[src/rtl/rv_regfile_pkg.sv]
// Shared defaults and helpers for the scoreboarded register file.
package rv_regfile_pkg;

    localparam int unsigned XLEN_DEFAULT  = 32;
    localparam int unsigned NREGS_DEFAULT = 32;
    // Widest busy vector popcount accepts; NREGS must not exceed it.
    localparam int unsigned MAX_REGS      = 256;

    function automatic int unsigned popcount(input logic [MAX_REGS-1:0] v);
        int unsigned cnt;
        cnt = 0;
        for (int i = 0; i < MAX_REGS; i++) begin
            cnt = cnt + int'(v[i]);
        end
        return cnt;
    endfunction

endpackage

[src/rtl/reg_scoreboard.sv]
// Per-register busy tracking: reservations, releases, pending count and
// sticky error for writebacks to registers that were never reserved.
module reg_scoreboard
    import rv_regfile_pkg::*;
#(
    parameter int unsigned NREGS = NREGS_DEFAULT,
    localparam int unsigned AW   = $clog2(NREGS)
) (
    input  logic             clk,
    input  logic             rst,
    input  logic             issue_valid,
    input  logic [AW-1:0]    issue_rd,
    output logic             issue_ready,
    input  logic             wb_valid,
    input  logic [AW-1:0]    wb_rd,
    output logic [NREGS-1:0] busy,
    output logic [AW:0]      busy_cnt,
    output logic             wb_err
);

    logic [NREGS-1:0]    busy_d, busy_q;
    logic [AW:0]         busy_cnt_d, busy_cnt_q;
    logic                wb_err_d, wb_err_q;
    logic [MAX_REGS-1:0] busy_pad;
    logic                wb_hit;

    always_comb begin
        wb_hit      = wb_valid && (wb_rd != '0);
        // A same-cycle writeback to the target frees it in time for the new reservation.
        issue_ready = (issue_rd == '0) || !busy_q[issue_rd] || (wb_valid && (wb_rd == issue_rd));

        busy_d = busy_q;
        if (wb_hit) begin
            busy_d[wb_rd] = 1'b0;
        end
        if (issue_valid && issue_ready && (issue_rd != '0)) begin
            busy_d[issue_rd] = 1'b1;
        end
        busy_d[0] = 1'b0;

        busy_pad               = '0;
        busy_pad[NREGS-1:0]    = busy_d;
        busy_cnt_d             = (AW+1)'(popcount(busy_pad));

        wb_err_d = wb_err_q || (wb_hit && !busy_q[wb_rd]);
    end

    always_ff @(posedge clk or posedge rst) begin
        if (rst) begin
            busy_q     <= '0;
            busy_cnt_q <= '0;
            wb_err_q   <= 1'b0;
        end else begin
            busy_q     <= busy_d;
            busy_cnt_q <= busy_cnt_d;
            wb_err_q   <= wb_err_d;
        end
    end

    assign busy     = busy_q;
    assign busy_cnt = busy_cnt_q;
    assign wb_err   = wb_err_q;

endmodule

[src/rtl/regfile_scoreboard.sv]
// Two-read-port register file with a busy scoreboard.
// Define REGFILE_BYPASS_EN to forward same-cycle writeback data to the read ports.
module regfile_scoreboard
    import rv_regfile_pkg::*;
#(
    parameter int unsigned XLEN  = XLEN_DEFAULT,
    parameter int unsigned NREGS = NREGS_DEFAULT,
    localparam int unsigned AW   = $clog2(NREGS)
) (
    input  logic            clk,
    input  logic            rst,
    input  logic [AW-1:0]   rs1_addr,
    input  logic [AW-1:0]   rs2_addr,
    output logic [XLEN-1:0] rs1_data,
    output logic [XLEN-1:0] rs2_data,
    output logic            rs1_busy,
    output logic            rs2_busy,
    input  logic            issue_valid,
    input  logic [AW-1:0]   issue_rd,
    output logic            issue_ready,
    input  logic            wb_valid,
    input  logic [AW-1:0]   wb_rd,
    input  logic [XLEN-1:0] wb_data,
    output logic [AW:0]     busy_cnt,
    output logic            wb_err
);

    logic [XLEN-1:0]  regs_d [NREGS];
    logic [XLEN-1:0]  regs_q [NREGS];
    logic [NREGS-1:0] busy;
    logic             fwd1, fwd2;

    reg_scoreboard #(
        .NREGS (NREGS)
    ) u_scoreboard (
        .clk         (clk),
        .rst         (rst),
        .issue_valid (issue_valid),
        .issue_rd    (issue_rd),
        .issue_ready (issue_ready),
        .wb_valid    (wb_valid),
        .wb_rd       (wb_rd),
        .busy        (busy),
        .busy_cnt    (busy_cnt),
        .wb_err      (wb_err)
    );

    always_comb begin
        regs_d = regs_q;
        if (wb_valid && (wb_rd != '0)) begin
            regs_d[wb_rd] = wb_data;
        end
    end

    always_ff @(posedge clk or posedge rst) begin
        if (rst) begin
            regs_q <= '{default: '0};
        end else begin
            regs_q <= regs_d;
        end
    end

`ifdef REGFILE_BYPASS_EN
    assign fwd1 = wb_valid && (wb_rd == rs1_addr) && (rs1_addr != '0);
    assign fwd2 = wb_valid && (wb_rd == rs2_addr) && (rs2_addr != '0);
`else
    assign fwd1 = 1'b0;
    assign fwd2 = 1'b0;
`endif

    always_comb begin
        rs1_data = '0;
        rs2_data = '0;
        if (rs1_addr != '0) begin
            rs1_data = fwd1 ? wb_data : regs_q[rs1_addr];
        end
        if (rs2_addr != '0) begin
            rs2_data = fwd2 ? wb_data : regs_q[rs2_addr];
        end
        rs1_busy = busy[rs1_addr] && !fwd1;
        rs2_busy = busy[rs2_addr] && !fwd2;
    end

endmodule

[config.mk]
export PLATFORM = sky130hd
export DESIGN_NAME = regfile_scoreboard
export DESIGN_NICKNAME = d
export VERILOG_FILES = /design/src/rtl/rv_regfile_pkg.sv /design/src/rtl/reg_scoreboard.sv /design/src/rtl/regfile_scoreboard.sv
export SDC_FILE = /design/constraint.sdc
export NUM_CORES = 2
export LEC_CHECK = 0
export CAP_MARGIN = 0
export CORE_ASPECT_RATIO = 1.25
export CORE_MARGIN = 3
export CORE_UTILIZATION = 50
export CTS_CLUSTER_DIAMETER = 60
export DETAILED_ROUTE_END_ITERATION = 8
export PLACE_DENSITY = 0.66
export REMOVE_ABC_BUFFERS = 1
export SLEW_MARGIN = 0
export SYNTH_ARGS = -nofsm -noshare
export SYNTH_HDL_FRONTEND = slang
export SYNTH_SLANG_ARGS = --single-unit
[constraint.sdc]
create_clock -name clk -period 76.6 [get_ports clk]
set_clock_uncertainty 0.2 [all_clocks]
set_input_delay 7.66 -clock clk [delete_from_list [all_inputs] [get_ports clk]]
set_output_delay 7.66 -clock clk [all_outputs]
set_load 0.05 [all_outputs]
==> flow_summary.json <==
{
  "total_power_mw": 1.91,
  "area_delta_synth_final_pct": 10.1,
  "r2r-end": "u_scoreboard.busy_cnt[4]",
  "syn_area_um2": 57700,
  "hold_viol": 0,
  "clk_latency_ns": 0.72,
  "powerDensity_nw_per_um2": 30.0,
  "start_util": 0.507,
  "routabilityCongestion": 0.915,
  "hold_buffers": 0,
  "rsz0062_at_grt": "false",
  "grt-ovfl-total": 0,
  "dieArea_um2": 120000,
  "fin_cells": 5104,
  "hpwlAfterDp_um": 89700,
  "worstHoldStart": "regs_q[993]",
  "synthArstFlopShare": 1.00,
  "max_slew_margin": 0.132,
  "critPathArrivalTime_ns": 12.00,
  "drc_errors": 0,
  "cts_setup_buffers": 0,
  "seqCellArea_um2": 26600,
  "coreArea_um2": 114000,
  "fin_tns_setup_ns": 0,
  "grt_first_pass_wirelength_um": 253000,
  "outcome": "complete, no violations",
  "io_pins": 130,
  "cts_made_buffers": 113,
  "post_cts_resize_count": 0,
  "synth_fa_ha_area_frac": 0.00993,
  "io_buffers": 129,
  "hold_class": "flip-flop to flip-flop",
  "fill_cells": 8902,
  "cts_tree": "done",
  "grt_util_all_layers": 0.291,
  "drv_slew": 0,
  "synth_top_family_by_area": "multiplexers",
  "syn_area_per_cell_um2": 15.9,
  "firstDrtPassIters": 5,
  "die_x_um": 310,
  "wl_per_cell_um": 33.2,
  "ir_worst_vdd_v": 0.000138,
  "setup_violations": 0,
  "synthFlopType": "dfrtp_1",
  "synth_seq_area_share": 0.460,
  "multi_input_area_um2": 28900,
  "synth_cells": 3628,
  "cts-htree-levels": 3,
  "synth_edf_count": 0,
  "fp.dieH_um": 386,
  "synth-compound-area-share": 0.0155,
  "fin_crit_ns": 19.86,
  "min_to": "regs_q[993]",
  "grt_pass1_vias": 38054,
  "synthDistinctLibCells": 50,
  "antenna_found_initial": 5,
  "clkTransAtPathRegs_ns": 0.06,
  "path_max_fanout": 61,
  "max_freq_ghz": 0.0504,
  "ant_nets": 0,
  "drt_iter0_drc": 2876,
  "synth-simple-area-share": 0.0150,
  "routed-via-count": 34748,
  "grt_max_degree": 188,
  "timing.final.crit_share": 0.259,
  "hold_ws_ns": 0.198,
  "clock_path_buffers": 3,
  "dp.cells": 4890,
  "worstHoldPathCells": 0,
  "tightestPinTransition_ns": 1.29,
  "drive_above_1_share": 0.493,
  "crit_type": "primary input to primary output",
  "reg2reg_slack_ns": 69.32,
  "cts.root.buffer_cell": "clkbuf_16",
  "synthXorXnorAreaFrac": 0.00106,
  "ys_warn_count": 0,
  "worst_setup_path_start_kind": "primary input",
  "final_nets": 3623,
  "r2r_cells": 17,
  "synthMuxAreaShare": 0.457,
  "via_per_inst": 6.81,
  "p_leak_nw": 27.3,
  "maxCapViolCount": 0,
  "ys_seq_elements": 1062,
  "regToRegStartpoint": "u_scoreboard.busy[15]",
  "cp.required_ns": 68.74,
  "cts_num_sinks": 1062,
  "end_kind": "primary output",
  "drt-total-wl_um": 170000,
  "rows": 138
}
==> area by class of cell <==
cell class / count / area share
Multi-Input combinational cell: 2051 / 0.454
Sequential cell: 1062 / 0.418
Antenna cell: 4 / 0.000157
Tap cell: 1470 / 0.0289
Inverter: 107 / 0.00644
Timing Repair Buffer: 200 / 0.0292
Clock buffer: 152 / 0.0507
Clock inverter: 58 / 0.0119
==> worst max-delay path by stage <==
| stage | from | end | slack [ns] | cells after the start |
|---|---|---|---|---|
| 6_report | rs2_addr[0] | rs2_data[24] | 56.74 | 8 |
| 5_1_grt | rs2_addr[0] | rs2_data[24] | 56.35 | 8 |
| 4_1_cts | rs2_addr[0] | rs2_data[24] | 56.58 | 8 |
| 3_5_place_dp | rs2_addr[0] | rs2_data[24] | 56.58 | 8 |
| 3_3_place_gp | rs2_addr[0] | rs2_data[8] | 56.61 | 8 |
| 2_1_floorplan | rst | regs_q[0] | 38.85 | 1 |
==> cells by family after synthesis <==
logic type,count (synthesis)
xor+xnor,7
buf+inv,515
simple gates,191
flops,1062
fa+ha+maj,32
mux,1677
compound gates,144
==> cells in the mapped netlist (6+ instances only) <==
| cell | n | share of area |
|---|---|---|
| buf_1 | 61 | 0.0040 |
| mux2_2 | 804 | 0.16 |
| mux2i_1 | 12 | 0.0021 |
| nand3_1 | 7 | 0.00061 |
| buf_6 | 27 | 0.0053 |
| o21ai_0 | 13 | 0.0011 |
| xnor2_1 | 6 | 0.00091 |
| clkbuf_1 | 192 | 0.012 |
| a21o_1 | 13 | 0.0017 |
| mux4_2 | 667 | 0.26 |
| dfrtp_1 | 1062 | 0.46 |
| buf_4 | 34 | 0.0044 |
| fa_1 | 23 | 0.0080 |
| o21ai_1 | 64 | 0.0055 |
| inv_1 | 106 | 0.0069 |
| nor2b_1 | 6 | 0.00065 |
| mux2_1 | 194 | 0.038 |
| a22o_1 | 11 | 0.0017 |
| nor2_1 | 24 | 0.0016 |
| and2_1 | 8 | 0.00087 |
| buf_2 | 94 | 0.0081 |
| ha_1 | 9 | 0.0020 |
| nand2_1 | 116 | 0.0075 |
| a22oi_1 | 6 | 0.00078 |
| a21oi_1 | 13 | 0.0011 |
==> state kept, by name, indices dropped and copies added, names as in the netlist <==
name                   flops
regs_q                  1024
u_scoreboard.busy         31
u_scoreboard.busy_cnt      6
u_scoreboard.wb_err        1
==> worst max-delay path, cell delays in order <==
cell and delay, ns:
buf_8 0.56, buf_4 0.73, buf_4 0.85, mux4_2 0.61
mux4_2 0.49, nand2_1 0.11, o21ai_1 0.09, clkdlybuf4s50_1 0.75
==> report_power, final <==
group	total [mW]	internal (mW)	switching (mW)
sequential	0.758	0.674	0.0843
clock	0.586	0.347	0.239
combinational	0.563	0.305	0.258
==> metrics by stage <==
| stage | utilization | setup slack, ns | instance area (µm²) |
|---|---|---|---|
| after global placement | 0.523 | 56.61 | 59600 |
| final | 0.558 | 56.74 | 63600 |
| after detailed placement | 0.523 | 56.58 | 59600 |
| after CTS | 0.558 | 56.58 | 63500 |
| after global routing | 0.558 | 56.35 | 63600 |
| after floorplan | - | 38.85 | 55800 |
==> per-layer routing <==
layer | vias to the layer above | track usage | share of wire
li1 | 13771 | - | -
met1 | 19136 | 0.383 | 0.39
met2 | 1451 | 0.472 | 0.49
met3 | 388 | 0.0559 | 0.072
met4 | 2 | 0.129 | 0.047
met5 | - | 0 | 0.000077
==> placed cells by master, fill, tap and decap left out, types with 7 or more instances in the layout <==
master,instances
nand2_2,25
nand2_1,91
fa_1,23
o21ai_0,13
buf_4,71
mux2_1,194
dfrtp_1,1062
clkbuf_16,114
mux2i_1,12
nand3_1,7
clkdlybuf4s50_1,119
a21o_1,13
clkbuf_1,15
ha_1,9
a22o_1,11
mux2_2,804
mux4_2,667
clkbuf_8,23
o21ai_1,64
nor2_1,20
bufinv_16,15
a21oi_1,13
inv_1,105
clkinv_2,23
No activity file was read; power rests on OpenSTA's default activity.
